## config.mk

```make
export PLATFORM = sky130hd
export DESIGN_NAME = rr_tag_arbiter
export DESIGN_NICKNAME = d
export VERILOG_FILES = /design/src/rtl/rr_tag_arbiter.sv
export SDC_FILE = /design/constraint.sdc
export NUM_CORES = 1
export LEC_CHECK = 0
export CAP_MARGIN = 20
export CORE_AREA = 2 2 39 41
export CTS_BUF_LIST = sky130_fd_sc_hd__clkbuf_4 sky130_fd_sc_hd__clkbuf_8
export DETAILED_ROUTE_END_ITERATION = 8
export DIE_AREA = 0 0 41 43
export DONT_BUFFER_PORTS = 1
export MAX_ROUTING_LAYER = met4
export PLACE_DENSITY_LB_ADDON = 0.15
export SLEW_MARGIN = 20
export SYNTH_ARGS = -nofsm -noshare
export SYNTH_HDL_FRONTEND = slang
export SYNTH_SLANG_ARGS = --single-unit
export TNS_END_PERCENT = 30
```

## constraint.sdc

```tcl
create_clock -name clk -period 2.05 [get_ports clk]
set_input_delay 0.615 -clock clk [delete_from_list [all_inputs] [get_ports clk]]
set_output_delay 0.615 -clock clk [all_outputs]
set_load 0.005 [all_outputs]
```

## src/rtl/rr_tag_arbiter.sv

```systemverilog
// Round-robin arbiter that offers one requester index as a tag per grant.
// Optional 32-bit grant counter port enabled by RR_TAG_ARBITER_GRANT_CNT_EN.
module rr_tag_arbiter #(
  parameter int N_REQ  = 4,
  parameter int TAG_SZ = 2
) (
  input  logic              clk,
  input  logic              rst,
  input  logic [N_REQ-1:0]  req_rdy,
  output logic [N_REQ-1:0]  req_ack,
  output logic [TAG_SZ-1:0] tag,
  output logic              rdy,
  input  logic              ack
`ifdef RR_TAG_ARBITER_GRANT_CNT_EN
  ,
  output logic [31:0]       grant_cnt
`endif
);

  localparam int PW = $clog2(N_REQ);

  if (N_REQ < 2 || N_REQ > 16) begin : g_bad_n
    $error("rr_tag_arbiter: N_REQ out of range 2..16");
  end
  if (TAG_SZ < PW) begin : g_bad_tag
    $error("rr_tag_arbiter: TAG_SZ smaller than clog2(N_REQ)");
  end

  typedef enum logic {
    IDLE  = 1'b0,
    OFFER = 1'b1
  } state_t;

  state_t            state, state_n;
  logic [PW-1:0]     ptr, ptr_n;
  logic [PW-1:0]     cur, cur_n;
  logic [PW:0]       hit;
  logic [PW-1:0]     nxt;

  // Returns {found, index}; lowest offset from start wins, cnt limits the window.
  function automatic logic [PW:0] scan(
    input logic [N_REQ-1:0] r,
    input int               start,
    input int               cnt
  );
    logic [PW:0] res;
    int          j;
    res = '0;
    for (int k = N_REQ - 1; k >= 0; k--) begin
      j = (start + k) % N_REQ;
      if (k < cnt && r[j]) res = {1'b1, PW'(j)};
    end
    return res;
  endfunction

  always_comb begin
    nxt = (int'(cur) == N_REQ - 1) ? '0 : cur + 1'b1;
  end

  always_comb begin
    state_n = state;
    ptr_n   = ptr;
    cur_n   = cur;
    hit     = '0;
    unique case (state)
      IDLE: begin
        hit = scan(req_rdy, int'(ptr), N_REQ);
        if (hit[PW]) begin
          cur_n   = hit[PW-1:0];
          state_n = OFFER;
        end
      end
      OFFER: begin
        if (ack) begin
          // Window of N_REQ-1 starting after cur skips cur itself.
          hit   = scan(req_rdy, int'(nxt), N_REQ - 1);
          ptr_n = nxt;
          if (hit[PW]) cur_n = hit[PW-1:0];
          else state_n = IDLE;
        end else if (!req_rdy[cur]) begin
          state_n = IDLE;
        end
      end
      default: state_n = IDLE;
    endcase
  end

  always_ff @(posedge clk) begin
    if (rst) begin
      state <= IDLE;
      ptr   <= '0;
      cur   <= '0;
    end else begin
      state <= state_n;
      ptr   <= ptr_n;
      cur   <= cur_n;
    end
  end

  assign rdy = (state == OFFER);
  assign tag = TAG_SZ'(cur);

  always_comb begin
    req_ack = '0;
    for (int i = 0; i < N_REQ; i++) begin
      req_ack[i] = ack && rdy && !rst && (int'(cur) == i);
    end
  end

`ifdef RR_TAG_ARBITER_GRANT_CNT_EN
  always_ff @(posedge clk) begin
    if (rst) grant_cnt <= '0;
    else if (rdy && ack) grant_cnt <= grant_cnt + 32'd1;
  end
`endif

endmodule

```

* Word-level counts from Yosys, hierarchy flattened
Index checks and enable logic that the tools add are counted.
** Storage, ports and cells
- Register bits after elaboration :: 5
- Latch bits :: 0
- Memory bits (writable) :: 0
- ROM bits :: 0
- Input port bits :: 7
- Output and inout port bits :: 7
- Logic and storage cells :: 85
- Memories kept :: 0
** Cells by class
- Add/subtract/negate cells :: 6
- Multiply operators :: 0
- Divide/modulo/power cells :: 0
- Magnitude comparators :: 8
- Eq/ne operators :: 6
- Shift operators :: 0
- Muxes and demuxes :: 41
- Bitwise operators :: 6
- Reduce and logical (&&, ||, !) cells :: 15
** Operators with widths (count)
- 3-bit 2-to-1 mux :: 10
- 3-bit by 4-bit less-than comparator with 1-bit output, second input constant :: 5
- 1-bit 2-to-1 mux :: 17
- 1-bit binary-select mux with 2-bit select :: 8
- 2-bit OR reduction :: 5
- 2-bit by 3-bit less-than comparator with 1-bit output, second input constant :: 3
- 2-bit 2-to-1 mux :: 4
- 2-bit by 1-bit adder with 2-bit output, second input constant :: 3
- 2-bit adder, second input constant :: 3
- 1-bit logical AND :: 6
- 1-bit AND, first input constant :: 5
- 2-bit == test, second input constant :: 2
- 2-bit by 1-bit inequality test with 1-bit output, second input constant :: 2
- 2-bit one-hot mux with 2 select lines :: 1
- 3-bit AND reduction :: 1
- 2-bit by 1-bit == test with 1-bit output, second input constant :: 1
- 2-bit logical NOT :: 1
- 2-bit inequality test, second input constant :: 1
- 1-bit one-hot mux with 2 select lines :: 1
- 2-bit AND reduction :: 1
- 1-bit logical NOT :: 1
- 1-bit inverter :: 1

* Logic depth before layout (Yosys ltp)
Gate-level depths: netlist (run 1).
- Word-level depth :: 16
- Mapped depth :: 8
- Mapped depth without buffers :: 7

* Worst setup path before layout (run 1)
Ideal clock, no wire load.
- Kind :: register to register
- From :: register cur[0], in the netlist tag[0]
- To :: register cur[0], in the netlist tag[0]
- Library setup time :: 86 ps
- Arrival :: 1697 ps
- Data required time :: 1964 ps
- Path slack :: 268 ps
- Stages on the path, launching flop included :: 9
- Buffers on the path :: 1
- Clock period less this slack :: 1782 ps
- Cells stage by stage :: dfxtp_1 > buf_6 > inv_1 > ha_1 > nor3_1 > a31oi_1 > a21oi_2 > nor3_1 > a211oi_1
** Between the ends
- Cells in the longest elaborated chain, start to end :: 14
- Elaborated cells between the ends (all ways) :: 23
- Classes of those cells :: add/sub: 3; eq/ne: 2; mux: 17; reduce/logical: 1
** RTL lines
- from (decl) :: line 36 : logic [PW-1:0] cur, cur_n;
- from (signal assigned) :: line 96 : cur <= cur_n;
- 2-bit by 1-bit adder with 2-bit output / 2-bit by 1-bit == test with 1-bit output (equally long branches) :: line 57 : nxt = (int'(cur) == N_REQ - 1) ? '0 : cur + 1'b1;
- 2-bit 2-to-1 mux (*) :: line 57
- named net nxt[1] :: line 38 : logic [PW-1:0] nxt;
- 2-bit adder :: line 50 : j = (start + k) % N_REQ;
- 1-bit binary-select mux with 2-bit select :: line 51 : if (k < cnt && r[j]) res = {1'b1, PW'(j)};
- 1-bit 2-to-1 mux (implied by the code) (2 in series) :: line 51
- 3-bit 2-to-1 mux (2 in series) :: line 51
- 3-bit 2-to-1 mux (*) :: line 51
- 3-bit 2-to-1 mux (*) :: line 74 : if (ack) begin
- 3-bit 2-to-1 mux (*) :: line 65 : unique case (state)
- 2-bit 2-to-1 mux :: line 78 : if (hit[PW]) cur_n = hit[PW-1:0];
- 2-bit 2-to-1 mux :: line 74
- 2-bit one-hot mux with 2 select lines :: line 65
Mark *: on every way through the listed nets, which the timed path passes. The rest lies on a longest branch. The select of a mux whose other input is x is not followed.
A chain may end at the register's enable or synchronous reset.

* Final worst setup path (run 1)
- From :: register cur[1], in the netlist tag[1]
- To :: register cur[1], in the netlist tag[1]
The elaborated chain is that of the path after synthesis.

==> results of run 1 <==
[path summary, 6_finish.rpt]
check                                         start             endpoint  slack [ns]  cells after the start
worst min register to register  ptr[1]$_SDFFE_PP0P_  ptr[1]$_SDFFE_PP0P_        0.50                      2
worst max-delay path            tag[1]$_SDFFE_PP0P_  tag[1]$_SDFFE_PP0P_        0.18                      8
worst max register to register  tag[1]$_SDFFE_PP0P_  tag[1]$_SDFFE_PP0P_        0.18                      8
worst min-delay path                            rst  tag[0]$_SDFFE_PP0P_        0.43                      1
[per-stage QoR]
stage	instances	util (%)
floorplan	69	-
global placement	84	39.33
detailed placement	84	39.33
CTS	88	41.50
global route	89	42.04
finish	89	42.04
[power groups by stage]
stage	Clock (W)	Sequential, W	Combinational, W
4_1_cts	0.000135	0.000119	0.000136
5_1_grt	0.000144	0.000120	0.000156
6_report	0.000128	0.000119	0.000140
2_1_floorplan	0	0.000120	0.000112
3_5_place_dp	0	0.000120	0.000135
3_3_place_gp	0	0.000120	0.000136
[Yosys cell counts]
cell type / instances / share of area (%)
or2_4: 1 / 1.7
maj3_2: 1 / 2.1
nand4_1: 1 / 1.2
nor3_1: 3 / 2.8
nor3b_1: 1 / 1.4
a211o_1: 2 / 3.3
o221ai_1: 1 / 1.7
clkbuf_1: 2 / 1.4
a21oi_2: 1 / 1.7
o21ai_0: 3 / 2.8
nand3_1: 1 / 0.95
inv_1: 7 / 5.0
o21ai_1: 1 / 0.95
buf_6: 1 / 2.1
nand2b_1: 2 / 2.4
or3b_2: 1 / 1.7
nand3b_1: 2 / 2.8
or3b_1: 1 / 1.7
a221o_1: 1 / 1.9
a21oi_1: 7 / 6.6
dfxtp_1: 5 / 19
mux4_1: 1 / 5.0
a221oi_2: 1 / 2.8
o211ai_1: 1 / 1.4
ha_1: 4 / 9.5
o22ai_1: 1 / 1.2
nor2_1: 4 / 2.8
a211oi_1: 1 / 1.4
nand2_1: 5 / 3.6
and2_1: 4 / 4.7
a31oi_1: 2 / 2.4
[final cells by class]
cell class	instances	area [µm²]	area share (%)
multi-input cells	54	382.9	65.81
well taps	16	20.02	3.441
flip-flops and latches	5	100.1	17.20
inverters	7	26.28	4.516
clock buffers	4	30.03	5.161
repair buffers	3	22.52	3.871
[logic make-up (layout without fill, tap and decap cells)]
family	Yosys count	count (layout)
AOI/OAI and AO/OA	22	22
buffers and inverters	10	14
muxes	1	1
adders and majority gates	5	5
DFF	5	5
and+or+nand+nor	26	26
[registers in the layout, summed over array words and instances (netlist names)]
signal	cells
tag	2
ptr	2
rdy	1
[metal layers]
layer  track usage, %  up-vias  wire (µm)
met3            8.901        2         73
met1            22.40      236        597
met5                -        -          0
li1                 -      260          -
met2            22.19       17        568
met4            7.333        0         20
[repair_timing]
item                                    CTS  global route
buffers inserted                          0             1
resized for setup                         0             0
hold endpoints to repair                  0             0
endpoints found under the setup margin    0             1
[worst max-delay path, stage by stage (launching register included)]
cell	delay (ns)
dfxtp_1	0.45
inv_1	0.10
ha_1	0.44
nor3_1	0.10
a31oi_1	0.20
a21oi_2	0.09
buf_4	0.15
a211o_1	0.23
nand2_1	0.05
==> results_dict.tcl, run 1 <==
set metrics [dict create \
    drt_wl_total_um 1259 \
    place_ws_ns 0.1359 \
    critPathMaxFanout 7 \
    clockRootBuffer "clkbuf_4" \
    synth_cells 69 \
    ctsHoldBuffers 0 \
    finalSetupTns_ns 0 \
    muxShareOfSynthArea_pct 4.976 \
    rsz0062_at_grt "no" \
    arrival_ns 2.06 \
    seqPwrFrac_pct 30.7 \
    power_frac_comb_pct 36.2 \
    skew_ns 0.006089 \
    synth-simple-area-share_pct 27.73 \
    power_density_nw_per_um2 665.5 \
    ios 14 \
    place_area_um2 544.3 \
    vdd_drop_max_mv 0.4579 \
    grt_pass1_wl_um 2001 \
    design_area_um2 581.8 \
    antenna_found_initial 0 \
    route.detailed.drc 0 \
    antenna_left 0 \
    die_width_um 41 \
    synth_top_family_by_area "compound AO/OA/AOI/OAI gates" \
    fp-row-count 14 \
    cts.sinks 5 \
    dr.pass1.iters 4 \
    slew_headroom_pct 82.40 \
    clkSlewWorstSetupHoldPaths_ns 0.05 \
    synth_cell_types 31 \
    p_leak_nw 0.2357 \
    route.detailed.vias_per_inst 5.787 \
    fill_cells 141 \
    n_antenna_cell 0 \
    ys_seq_area_share_pct 18.96 \
    vias 515 \
    grt_use_total_pct 17.34 \
    initial_core_util_pct 38.16 \
    period_needed_ns 1.868 \
    power.share.switching_pct 32.62 \
    drive_above_1_share_pct 16.44 \
    hpwlAfterDp_um 947.1 \
    crit_type "reg -> reg" \
    clkLatencyLatePin_ns 0.25 \
    cts.htree.levels 1 \
    finalMaxSlewViolations 0 \
    end_kind "flip-flop" \
    synth-compound-area-share_pct 28.20 \
    worst_hold_path_type "in -> reg" \
    internal-power_w 0.0002609 \
    hold_viol_final 0 \
    grt_start_max_net_pins 11 \
    fmax_ghz 0.5354 \
    port_buffers 0 \
    dieHeight_um 43 \
    timing.final.ws_setup_ns 0.1822 \
    grt_pass1_vias 446 \
    total_power_w 0.0003872 \
    synthAdderAreaFrac_pct 11.61 \
    clk_path_buf_depth 2 \
    core_um2 1384 \
    finalSetupViolCount 0 \
    cp-start-kind "flip-flop" \
    worstMarginPinSlew_ns 0.2640 \
    drt_iter0_drc 10 \
    cts_tree "built" \
    syn_avg_cell_area_um2 7.652 \
    die_area_um2 1763 \
    ys_ff_latch 5 \
    finalCritPeriodShare_pct 91.11 \
    status "complete, no violations" \
    mostFrequentLayoutCells "7 x inv_1, 7 x a21oi_1, 5 x nand2_1, 5 x dfxtp_1" \
    numCtsBuffers 3 \
    p_sw_w 0.0001263 \
    hold_slack_ns 0.4349 \
    maxCapViolCount 0 \
    synth_xor_area_share_pct 0 \
    clkPwrFrac_pct 33.2 \
    syn-num-nets 80 \
    routedWlPerCell_um 14.15 \
    gp_congestion 0.8529 \
    grt_overflow_total 0 \
    yosysWarnings 0 \
    nets 85 \
    synthToLayoutAreaGrowth_pct 10.19 \
    worstPathRequired_ns 2.24 \
    syn_area_um2 528.0 \
]
(Power assumes the default switching activity.)
==> run 2, diff against run 1 <==
TNS_END_PERCENT = not set   (was 30)
==> results of run 2 <==
Final layout, timing and power as in run 1 (identical DEF).
==> run 3, diff against run 2 <==
CORE_AREA = not set   (was 2 2 39 41)
CORE_MARGIN = 1   (was not set)
CORE_UTILIZATION = 36   (was not set)
DIE_AREA = not set   (was 0 0 41 43)
==> run 3 against run 2 <==
Sequential cell count did not move; utilization rose by 1.6 points; count of clock-buffer cells in the layout did not move; critical path type unchanged; critical endpoint is now tag[0]$_SDFFE_PP0P_; worst hold slack improved by 0.010 ns; sequential power barely moved; largest cell class unchanged.
==> results_dict.tcl, run 3 (synthesized netlist as in run 1, its figures left out) <==
set metrics [dict create \
    n_antenna_cell 0 \
    rsz0062_at_grt "no" \
    status "complete, no violations" \
    worstMarginPinSlew_ns 0.2351 \
    ff2ff_path_depth 6 \
    synthToLayoutAreaGrowth_pct 10.19 \
    skew_ns 0.001031 \
    arrival_ns 1.98 \
    routedWlPerCell_um 14.07 \
    min_from "rst" \
    antenna_found_initial 0 \
    grt_pass1_wl_um 1849 \
    hold_path_depth 1 \
    total_power_w 0.0003819 \
    clkSlewWorstSetupHoldPaths_ns 0.04 \
    mostFrequentLayoutCells "7 x inv_1, 7 x a21oi_1, 5 x nand2_1" \
    crit_chain "inv_1, ha_1, maj3_2, o22ai_1, nor3_1, a211oi_1" \
    clkLatencyLatePin_ns 0.24 \
    power_density_nw_per_um2 656.4 \
    power.share.switching_pct 31.58 \
    p_sw_w 0.0001206 \
    regToRegStartpoint "tag[0]$_SDFFE_PP0P_" \
    period_needed_ns 1.832 \
    clk_path_buf_depth 2 \
    port_buffers 0 \
    finalSetupViolCount 0 \
    path_depth 6 \
    final_cells 88 \
    internal-power_w 0.0002613 \
    p_leak_nw 0.2361 \
    finalCritPeriodShare_pct 89.38 \
    finalMaxSlewViolations 0 \
    slowest_delay_ns 0.41 \
    ios 14 \
    numCtsBuffers 3 \
    drt_iter0_drc 11 \
    holdPathEnd "ptr[1]$_SDFFE_PP0P_" \
    seqPwrFrac_pct 31.8 \
    hpwlAfterDp_um 907.1 \
    critPathMaxFanout 7 \
    cts.htree.levels 1 \
    r2r_end "tag[0]$_SDFFE_PP0P_" \
    vias 515 \
    reg2reg_setup_slack_ns 0.22 \
    cp_slowest_cell "ha_1" \
    maxCapViolCount 0 \
    hold_viol_final 0 \
    power_frac_comb_pct 36.0 \
    ctsHoldBuffers 0 \
    die_area_um2 1624 \
    finalSetupTns_ns 0 \
    route.detailed.drc 0 \
    timing.final.ws_setup_ns 0.2178 \
    dp.cells 83 \
    grt_pass1_vias 431 \
    drt_wl_total_um 1238 \
    core_um2 1334 \
    fmax_ghz 0.5458 \
    place_ws_ns 0.1432 \
    route.detailed.vias_per_inst 5.852 \
    worstPathRequired_ns 2.20 \
    antenna_left 0 \
    crit_type "reg -> reg" \
    slew_headroom_pct 84.33 \
    grt_start_max_net_pins 10 \
    drive_above_1_share_pct 17.81 \
    dieHeight_um 40.30 \
    cts.sinks 5 \
    clockRootBuffer "clkbuf_4" \
    end_kind "flip-flop" \
    worst_hold_path_type "in -> reg" \
    hold_slack_ns 0.4449 \
    crit_family "adder cells" \
    gp_congestion 0.7784 \
    grt_overflow_total 0 \
    timing.critical_path.buf_inv 1 \
    die_width_um 40.30 \
    cp-start-kind "flip-flop" \
    grt_use_total_pct 18.04 \
    dr.pass1.iters 4 \
    cts_tree "built" \
    vdd_drop_max_mv 0.3817 \
    initial_core_util_pct 39.59 \
    nets 85 \
    clkPwrFrac_pct 32.2 \
    fp-row-count 13 \
]
[run 3: cell counts in the layout (fill, tap and decap cells not counted)]
Identical to the previous run, type by type.
[run 3: repair_timing]
action                                  4_1_cts  5_1_grt
resized for setup                             0        1
endpoints found under the setup margin        0        1
setup buffers                                 0        1
[run 3: power groups by stage]
stage	Clock (W)	Sequential [W]	Combinational [W]
6_report	0.000123	0.000121	0.000138
5_1_grt	0.000138	0.000123	0.000153
4_1_cts	0.000131	0.000121	0.000132
3_5_place_dp	0	0.000123	0.000131
3_3_place_gp	0	0.000123	0.000133
2_1_floorplan	0	0.000120	0.000112
[run 3: worst reg2reg max path, stage by stage (launching register included)]
cell and delay [ns]:
dfxtp_1 0.40, inv_1 0.11, ha_1 0.41, maj3_2 0.34
o22ai_1 0.19, nor3_1 0.07, a211oi_1 0.21
[run 3: metrics by stage]
step	cell area [µm²]	utilization, %
floorplan	528.0	-
global placement	543.0	40.71
detailed placement	543.0	40.71
CTS	573.1	42.96
global route	581.8	43.62
finish	581.8	43.62
[run 3: metal layers]
metal | share of wire, % | wire, µm | GRT usage (%)
met1 | 48 | 591 | 25.33
met2 | 45 | 557 | 23.39
met3 | 7.2 | 89 | 2.222
met4 | 0 | 0 | 12.50
met5 | 0 | 0 | -
[run 3: area by class of cell]
class / count / area, µm²
fillers: 141 / 752.0
multi-input cells: 54 / 382.9
flip-flops and latches: 5 / 101.3
clock buffers: 4 / 30.03
inverters: 7 / 26.28
repair buffers: 3 / 22.52
well taps: 15 / 18.77
[run 3: how the worst max path moves through the flow]
stage                        startpoint             endpoint  slack (ns)
detailed placement  tag[0]$_SDFFE_PP0P_  tag[0]$_SDFFE_PP0P_        0.14
floorplan           tag[0]$_SDFFE_PP0P_  tag[0]$_SDFFE_PP0P_        0.27
CTS                 tag[0]$_SDFFE_PP0P_  tag[0]$_SDFFE_PP0P_        0.13
global route        tag[0]$_SDFFE_PP0P_  tag[1]$_SDFFE_PP0P_        0.08
finish              tag[0]$_SDFFE_PP0P_  tag[0]$_SDFFE_PP0P_        0.22
global placement    tag[0]$_SDFFE_PP0P_  tag[0]$_SDFFE_PP0P_        0.11
